--- config.mk ---
export PLATFORM = sky130hd
export DESIGN_NAME = dense_layer_axil_master
export DESIGN_NICKNAME = d
export VERILOG_FILES = /design/src/rtl/dense_layer_axil_master.sv
export SDC_FILE = /design/constraint.sdc
export NUM_CORES = 1
export LEC_CHECK = 0
export CAP_MARGIN = 20
export CORE_AREA = 2 2 100 102
export DETAILED_ROUTE_END_ITERATION = 8
export DIE_AREA = 0 0 102 104
export DONT_BUFFER_PORTS = 1
export GPL_TIMING_DRIVEN = 0
export PLACE_DENSITY = 0.64
export SETUP_SLACK_MARGIN = 0.15
export SLEW_MARGIN = 30
export SYNTH_ARGS = -nofsm -noshare
export SYNTH_HDL_FRONTEND = slang
export SYNTH_SLANG_ARGS = --single-unit
--- constraint.sdc ---
create_clock -name clk -period 6.7 [get_ports clk]
set_clock_uncertainty 0.05 [all_clocks]
set_input_delay 1.005 -clock clk [delete_from_list [all_inputs] [get_ports clk]]
set_output_delay 1.005 -clock clk [all_outputs]
set_load 0.03 [all_outputs]
--- src/rtl/dense_layer_axil_master.sv ---
// Single-outstanding AXI4-Lite initiator: turns a command/response handshake into AXI-Lite
// write and read transactions. Optional watchdog enabled by DENSE_AXIL_MST_TIMEOUT_EN.
module dense_layer_axil_master #(
   parameter int unsigned ADDR_WIDTH  = 32,
   parameter int unsigned TIMEOUT_CYC = 1024
) (
   input  logic                  clk,
   input  logic                  rst,
   input  logic                  cmd_valid,
   output logic                  cmd_ready,
   input  logic                  cmd_write,
   input  logic [ADDR_WIDTH-1:0] cmd_addr,
   input  logic [31:0]           cmd_wdata,
   input  logic [3:0]            cmd_wstrb,
   output logic                  rsp_valid,
   input  logic                  rsp_ready,
   output logic [31:0]           rsp_rdata,
   output logic [1:0]            rsp_resp,
   output logic [ADDR_WIDTH-1:0] m_awaddr,
   output logic                  m_awvalid,
   input  logic                  m_awready,
   output logic [31:0]           m_wdata,
   output logic [3:0]            m_wstrb,
   output logic                  m_wvalid,
   input  logic                  m_wready,
   input  logic [1:0]            m_bresp,
   input  logic                  m_bvalid,
   output logic                  m_bready,
   output logic [ADDR_WIDTH-1:0] m_araddr,
   output logic                  m_arvalid,
   input  logic                  m_arready,
   input  logic [31:0]           m_rdata,
   input  logic [1:0]            m_rresp,
   input  logic                  m_rvalid,
   output logic                  m_rready,
   output logic                  timeout_err
);

   typedef enum logic [2:0] {StIdle, StWr, StWb, StRa, StRd, StRsp} state_e;

   state_e                state_q, state_d;
   logic                  up_q;
   logic [ADDR_WIDTH-1:0] addr_q;
   logic [31:0]           wdata_q;
   logic [3:0]            wstrb_q;
   logic                  aw_done_q, aw_done_d;
   logic                  w_done_q, w_done_d;
   logic [31:0]           rdata_q, rdata_d;
   logic [1:0]            resp_q, resp_d;
   logic                  accept;

   // up_q keeps cmd_ready low while reset is asserted even though the FSM sits in idle
   assign cmd_ready = up_q && (state_q == StIdle);
   assign accept    = cmd_valid && cmd_ready;

   assign m_awvalid = (state_q == StWr) && !aw_done_q;
   assign m_wvalid  = (state_q == StWr) && !w_done_q;
   assign m_bready  = (state_q == StWb);
   assign m_arvalid = (state_q == StRa);
   assign m_rready  = (state_q == StRd);
   assign rsp_valid = (state_q == StRsp);
   assign m_awaddr  = addr_q;
   assign m_araddr  = addr_q;
   assign m_wdata   = wdata_q;
   assign m_wstrb   = wstrb_q;
   assign rsp_rdata = rdata_q;
   assign rsp_resp  = resp_q;

   always_ff @(posedge clk or posedge rst) begin
      if (rst) begin
         state_q   <= StIdle;
         up_q      <= 1'b0;
         addr_q    <= '0;
         wdata_q   <= '0;
         wstrb_q   <= '0;
         aw_done_q <= 1'b0;
         w_done_q  <= 1'b0;
         rdata_q   <= '0;
         resp_q    <= '0;
      end else begin
         state_q   <= state_d;
         up_q      <= 1'b1;
         aw_done_q <= aw_done_d;
         w_done_q  <= w_done_d;
         rdata_q   <= rdata_d;
         resp_q    <= resp_d;
         if (accept) begin
            addr_q  <= cmd_addr;
            wdata_q <= cmd_wdata;
            wstrb_q <= cmd_wstrb;
         end
      end
   end

   always_comb begin
      state_d   = state_q;
      aw_done_d = aw_done_q;
      w_done_d  = w_done_q;
      rdata_d   = rdata_q;
      resp_d    = resp_q;
      unique case (state_q)
         StIdle: begin
            if (accept) begin
               aw_done_d = 1'b0;
               w_done_d  = 1'b0;
               state_d   = cmd_write ? StWr : StRa;
            end
         end
         StWr: begin
            // AW and W complete independently, in either order or together
            if (m_awvalid && m_awready) aw_done_d = 1'b1;
            if (m_wvalid && m_wready)   w_done_d  = 1'b1;
            if (aw_done_d && w_done_d)  state_d   = StWb;
         end
         StWb: begin
            if (m_bvalid) begin
               resp_d  = m_bresp;
               rdata_d = '0;
               state_d = StRsp;
            end
         end
         StRa: begin
            if (m_arready) state_d = StRd;
         end
         StRd: begin
            if (m_rvalid) begin
               rdata_d = m_rdata;
               resp_d  = m_rresp;
               state_d = StRsp;
            end
         end
         StRsp: begin
            if (rsp_ready) state_d = StIdle;
         end
         default: state_d = StIdle;
      endcase
   end

`ifdef DENSE_AXIL_MST_TIMEOUT_EN
   logic [31:0] cnt_q;
   logic        err_q;
   logic        busy;

   assign busy = (state_q == StWr) || (state_q == StWb) || (state_q == StRa) ||
                 (state_q == StRd);
   assign timeout_err = err_q;

   // The flag only reports; the transaction keeps waiting so the bus stays legal
   always_ff @(posedge clk or posedge rst) begin
      if (rst) begin
         cnt_q <= '0;
         err_q <= 1'b0;
      end else begin
         if (!busy)              cnt_q <= '0;
         else if (cnt_q != '1)   cnt_q <= cnt_q + 32'd1;
         if (accept)             err_q <= 1'b0;
         else if (busy && (cnt_q == 32'(TIMEOUT_CYC - 1))) err_q <= 1'b1;
      end
   end
`else
   logic unused_timeout_cyc;
   assign unused_timeout_cyc = ^TIMEOUT_CYC;
   assign timeout_err = 1'b0;
`endif

endmodule

==> results of run 1 <==
[per-layer routing]
layer | part of all wire | wire [um] | vias up | track usage
met4 | 0.024 | 228 | 0 | 0.0838
met3 | 0.11 | 1070 | 16 | 0.0726
met5 | 0 | 0 | - | 0
met1 | 0.35 | 3370 | 1195 | 0.186
li1 | - | - | 1057 | -
met2 | 0.51 | 4820 | 165 | 0.298
[cell type report]
cell class              count  area [sq um]  area share
plain buffers              51           379      0.0789
clock buffers              10           138      0.0287
clock inverters             6          48.8      0.0102
inverters                   4          20.0     0.00417
multi-input cells         139          1320       0.275
flip-flops and latches    108          2700       0.563
well taps                 133           166      0.0347
repair buffers              1          27.5     0.00573
[cells by family after synthesis]
| family | share of synthesized area |
|---|---|
| muxes | 0.186 |
| buffers and inverters | 0.0892 |
| and+or+nand+nor | 0.0314 |
| DFF | 0.612 |
| other | 0.00170 |
| AOI/OAI and AO/OA | 0.0799 |
[power by group]
part | leakage [nW] | internal, mW | switching [mW]
Sequential | 1.32 | 0.943 | 0.822
Combinational | 0.766 | 0.380 | 0.474
Clock | 0.0968 | 0.149 | 0.224
Total | 2.19 | 1.47 | 1.52
[cell usage in the layout (no fill, tap or decap), types with 2 or more instances in the layout]
| cell type | n |
|---|---|
| mux2_1 | 67 |
| nand2_1 | 3 |
| buf_2 | 6 |
| buf_4 | 34 |
| nand3b_1 | 3 |
| inv_1 | 3 |
| a22o_1 | 32 |
| a31oi_1 | 2 |
| conb_1 | 2 |
| and2_1 | 3 |
| clkbuf_8 | 10 |
| a21oi_1 | 2 |
| clkbuf_1 | 3 |
| clkinv_4 | 4 |
| nor2_1 | 6 |
| dfrtp_1 | 108 |
| inv_6 | 2 |
| buf_6 | 7 |
| mux2_2 | 5 |
[flip-flops by register name (all words and copies together) (netlist names)]
register   count
m_araddr      32
m_wdata       32
rsp_rdata     32
m_wstrb        4
state_q        3
rsp_resp       2
aw_done_q      1
up_q           1
w_done_q       1
[synthesized netlist by cell type (2+ instances only)]
cell type / number / area share
mux2_2: 5 / 0.013
buf_6: 7 / 0.018
dfrtp_1: 108 / 0.61
nor2_1: 6 / 0.0051
conb_1: 2 / 0.0017
inv_1: 4 / 0.0034
clkbuf_1: 3 / 0.0025
and2_1: 3 / 0.0042
a21oi_1: 2 / 0.0023
a31oi_1: 2 / 0.0028
a22o_1: 32 / 0.063
nand2_1: 3 / 0.0025
buf_4: 34 / 0.058
mux2_1: 67 / 0.17
nand3b_1: 3 / 0.0051
buf_2: 6 / 0.0068
[through the flow]
step | power, mW | util | instances | hold WS, ns | worst slack (ns)
2_1_floorplan | 2.47 | - | 302 | 0.435 | 2.80
5_1_grt | 3.15 | 0.503 | 452 | 0.421 | 3.69
3_5_place_dp | 2.65 | 0.483 | 436 | 0.475 | 4.25
6_report | 2.99 | 0.503 | 452 | 0.421 | 3.84
3_3_place_gp | 2.62 | 0.480 | 435 | 0.457 | 1.73
4_1_cts | 3.03 | 0.503 | 452 | 0.409 | 3.82
[final timing paths]
check / startpoint / to / slack (ns) / cells past startpoint
setup / recovery: state_q[0]$_DFFE_PP0P_ / rsp_valid / 3.84 / 3
hold reg to reg: w_done_q$_DFFE_PP0P_ / w_done_q$_DFFE_PP0P_ / 0.50 / 2
hold / removal: rst / m_wdata[25]$_DFFE_PP0P_ / 0.42 / 1
min in group clk: w_done_q$_DFFE_PP0P_ / w_done_q$_DFFE_PP0P_ / 0.50 / 2
max in group asynchronous: rst / rsp_rdata[20]$_DFFE_PP0P_ / 5.53 / 2
setup reg to reg: state_q[0]$_DFFE_PP0P_ / m_wdata[17]$_DFFE_PP0P_ / 4.36 / 5
==> impl_metrics.tcl, run 1 <==
set metrics [dict create \
    fp.dieArea_sq_um 10600 \
    drive_gt1_frac 0.229 \
    cts_buffer_depth 2 \
    gp_congestion 0.745 \
    p_leak_nw 2.19 \
    syn-num-nets 416 \
    initial_core_util 0.463 \
    finalHoldViolCount 0 \
    ir_worst_vdd_uv 232 \
    vias 2433 \
    cp.required_ns 5.64 \
    htreeDepth 3 \
    ctsResizeCount 0 \
    ys_seq_area_frac 0.612 \
    syn_to_final_growth_pct 8.73 \
    track_usage 0.176 \
    numPortBuffers 0 \
    clkSinkCount 108 \
    max_stage_delay_ns 0.47 \
    critical_path.top_delay_family "buffers and inverters" \
    arrival_ns 1.80 \
    fmax_ghz 0.350 \
    fin_crit_ns 2.86 \
    nets 428 \
    period_share 0.426 \
    cts_hold_buf 0 \
    ys_types 31 \
    setup_viol 0 \
    worstPathCellList "buf_1, inv_1, nor2_1" \
    cp_max_fo 10 \
    synth_edf_count 0 \
    ios 256 \
    root_buffer "clkbuf_8" \
    wl_um 9480 \
    async_reset_ff_frac 1.00 \
    dp_hpwl_um 7170 \
    critPathKind "flip-flop to output pin" \
    num-fill-cells 843 \
    syn_area_per_cell_sq_um 14.6 \
    clk_latency_ns 0.37 \
    cap_violations 0 \
    grt_antenna_before_repair 0 \
    syn_area_sq_um 4420 \
    post_cts_buffers 0 \
    worstSetupStartpointType "flip-flop" \
    numCtsBuffers 9 \
    status "complete, no violations" \
    grt_pass1_wl_um 14000 \
    setup_tns_ns 0 \
    hold_path.class "input port to asynchronous set/reset pin" \
    slowest_stage "nor2_1" \
    crit_path_end_kind "output pin" \
    relSlewSlack 0.426 \
    core_sq_um 9550 \
    grt-ovfl-total 0 \
    drc 0 \
    ys_warn_count 0 \
    post_drt_via_cell_ratio 5.38 \
    n_antenna_cell 0 \
    powerDensity_nw_per_um2 623 \
    drt-initial-drc-count 56 \
    grt_max_degree 73 \
    ant_nets 0 \
    fin_area_sq_um 4800 \
    slew_viol_final 0 \
    die_h_um 104 \
    post_drt_wl_per_cell_um 21.0 \
    syn_inst 302 \
    placementRows 36 \
    rsz0062_at_grt "no" \
    tightest_slew_ns 0.858 \
    cp.buffers_inverters 2 \
    place_area_sq_um 4620 \
    grt_pass1_vias 2513 \
    dr.pass1.iters 4 \
    synth_ff_type "dfrtp_1" \
    cts_tree "built" \
    ys_ff_latch 108 \
    clk_pin_slew_ns 0.10 \
    die_x_um 102 \
]
Power figures use the tool's default switching activity.
==> run 2, diff against run 1 <==
--- a/config.mk
+++ b/config.mk
@@ -6,12 +6,12 @@
 export NUM_CORES = 1
 export LEC_CHECK = 0
 export CAP_MARGIN = 20
-export CORE_AREA = 2 2 100 102
+export CORE_AREA = 2 2 101 103
 export DETAILED_ROUTE_END_ITERATION = 8
-export DIE_AREA = 0 0 102 104
+export DIE_AREA = 0 0 103 105
 export DONT_BUFFER_PORTS = 1
 export GPL_TIMING_DRIVEN = 0
-export PLACE_DENSITY = 0.64
+export PLACE_DENSITY = 0.65
 export SETUP_SLACK_MARGIN = 0.15
 export SLEW_MARGIN = 30
 export SYNTH_ARGS = -nofsm -noshare
==> constraint.sdc (replaced) <==
create_clock -name clk -period 2.57 [get_ports clk]
set_clock_uncertainty 0.05 [all_clocks]
set_input_delay 0.3855 -clock clk [delete_from_list [all_inputs] [get_ports clk]]
set_output_delay 0.3855 -clock clk [all_outputs]
set_load 0.03 [all_outputs]
==> impl_metrics.tcl, run 2 (synthesized netlist as in run 1, its figures left out) <==
set metrics [dict create \
    max_stage_delay_ns 0.48 \
    clkSinkCount 108 \
    numCtsBuffers 9 \
    vias 2470 \
    crit_path_end_kind "output pin" \
    ant_nets 0 \
    drive_gt1_frac 0.238 \
    initial_core_util 0.458 \
    slew_viol_final 0 \
    worstSetupStartpointType "flip-flop" \
    clk_pin_slew_ns 0.10 \
    syn_to_final_growth_pct 10.8 \
    relSlewSlack 0.488 \
    post_drt_via_cell_ratio 5.39 \
    setup_tns_ns 0 \
    drt-initial-drc-count 42 \
    cp.required_ns 2.13 \
    cp.buffers_inverters 1 \
    finalHoldViolCount 0 \
    hold_path.class "input port to flip-flop" \
    worstPathCellList "buf_1, nand2_1, nor2_1" \
    core_sq_um 9640 \
    placementRows 36 \
    reg2reg_from "state_q[0]$_DFFE_PP0P_" \
    tightest_slew_ns 0.764 \
    root_buffer "clkbuf_8" \
    ios 256 \
    fin_util 0.508 \
    p_leak_nw 2.22 \
    slowest_stage "nor2_1" \
    drc 0 \
    placed_cells 439 \
    track_usage 0.174 \
    powerDensity_nw_per_um2 1600 \
    rsz0062_at_grt "yes" \
    cap_violations 0 \
    htreeDepth 3 \
    nets 432 \
    mostFrequentLayoutCell "dfrtp_1" \
    critical_path.top_delay_family "simple AND/OR/NAND/NOR gates" \
    grt_pass1_vias 2590 \
    gp_congestion 0.814 \
    grt_max_degree 28 \
    fp.dieArea_sq_um 10800 \
    layout.cells.non_filler 458 \
    fmax_ghz 0.443 \
    fin_crit_ns 2.26 \
    setup_viol 0 \
    fin_area_sq_um 4890 \
    grt-ovfl-total 0 \
    period_share 0.879 \
    path_depth 3 \
    post_drt_wl_per_cell_um 20.9 \
    wl_um 9580 \
    grt_antenna_before_repair 2 \
    place_area_sq_um 4680 \
    numPortBuffers 0 \
    final_cell_mix "108 x dfrtp_1, 67 x mux2_1, 34 x buf_4" \
    cp_max_fo 10 \
    r2r_cells 5 \
    grt_pass1_wl_um 14000 \
    arrival_ns 1.82 \
    critPathKind "flip-flop to output pin" \
    hold_start "cmd_wdata[25]" \
    cp-startpoint "state_q[0]$_DFFE_PP0P_" \
    die_h_um 105 \
    clk_latency_ns 0.37 \
    dr.pass1.iters 4 \
    die_x_um 103 \
    post_cts_buffers 0 \
    cts_buffer_depth 2 \
    dp_hpwl_um 7420 \
    min_delay_path_depth 1 \
    cts_tree "built" \
    status "complete, no violations" \
    ir_worst_vdd_uv 693 \
]
run 2: cell types whose count changed in the layout (fill, tap and decap cells not counted), moves of 2 or more:
| cell | change |
|---|---|
| buf_12 | +2 |
| diode_2 | +2 |
| clkinvlp_4 | +2 |
| clkinv_4 | -2 |
run 2: cell type report:
| type | instances | area, sq um |
|---|---|---|
| Fill cell | 828 | 4750 |
| Sequential cell | 108 | 2700 |
| Multi-Input combinational cell | 139 | 1330 |
| Buffer | 51 | 379 |
| Tap cell | 133 | 166 |
| Clock buffer | 10 | 138 |
| Timing Repair Buffer | 5 | 105 |
| Clock inverter | 6 | 47.5 |
| Inverter | 4 | 18.8 |
| Antenna cell | 2 | 5.00 |
run 2: worst paths after layout:
| kind | slack (ns) | end |
|---|---|---|
| max in group asynchronous | 1.32 | m_araddr[0]$_DFFE_PP0P_ |
| min in group asynchronous | 0.46 | m_wdata[22]$_DFFE_PP0P_ |
| hold reg to reg | 0.51 | aw_done_q$_DFFE_PP0P_ |
| hold / removal | 0.09 | m_wdata[25]$_DFFE_PP0P_ |
| setup reg to reg | 0.46 | m_wdata[12]$_DFFE_PP0P_ |
| setup / recovery | 0.31 | m_wvalid |
run 2: where the power goes:
| group | total [mW] | switching (mW) | internal [mW] |
|---|---|---|---|
| Combinational | 2.25 | 1.25 | 1.01 |
| Sequential | 4.60 | 2.14 | 2.46 |
| Clock | 0.975 | 0.587 | 0.388 |
run 2: what timing repair did:
| action | in CTS | in global routing |
|---|---|---|
| gates resized for setup | 0 | 2 |
| hold buffers | 1 | 0 |
| hold endpoints to repair | 17 | 0 |
| setup endpoints to repair | 0 | 69 |
run 2: metrics by stage:
step,setup WS (ns),total power [mW],hold WS [ns]
CTS,0.196,7.89,0.0686
detailed placement,0.220,6.92,0.250
finish,0.311,7.82,0.0891
floorplan,0.459,6.44,0.435
global placement,0.247,6.82,0.456
global route,0.114,8.25,0.0621
run 2: metal layers:
layer,track usage,wire [um],up-vias
li1,-,-,1066
met4,0.0799,194,0
met2,0.294,4900,160
met1,0.185,3430,1230
met3,0.0742,1060,14
met5,0,0,-
==> run 3, diff against run 2 <==
--- a/config.mk
+++ b/config.mk
@@ -7,6 +7,7 @@
 export LEC_CHECK = 0
 export CAP_MARGIN = 20
 export CORE_AREA = 2 2 101 103
+export CTS_CLUSTER_DIAMETER = 40
 export DETAILED_ROUTE_END_ITERATION = 8
 export DIE_AREA = 0 0 103 105
 export DONT_BUFFER_PORTS = 1
==> results of run 3 <==
Final layout, timing and power as in run 2 (identical DEF).
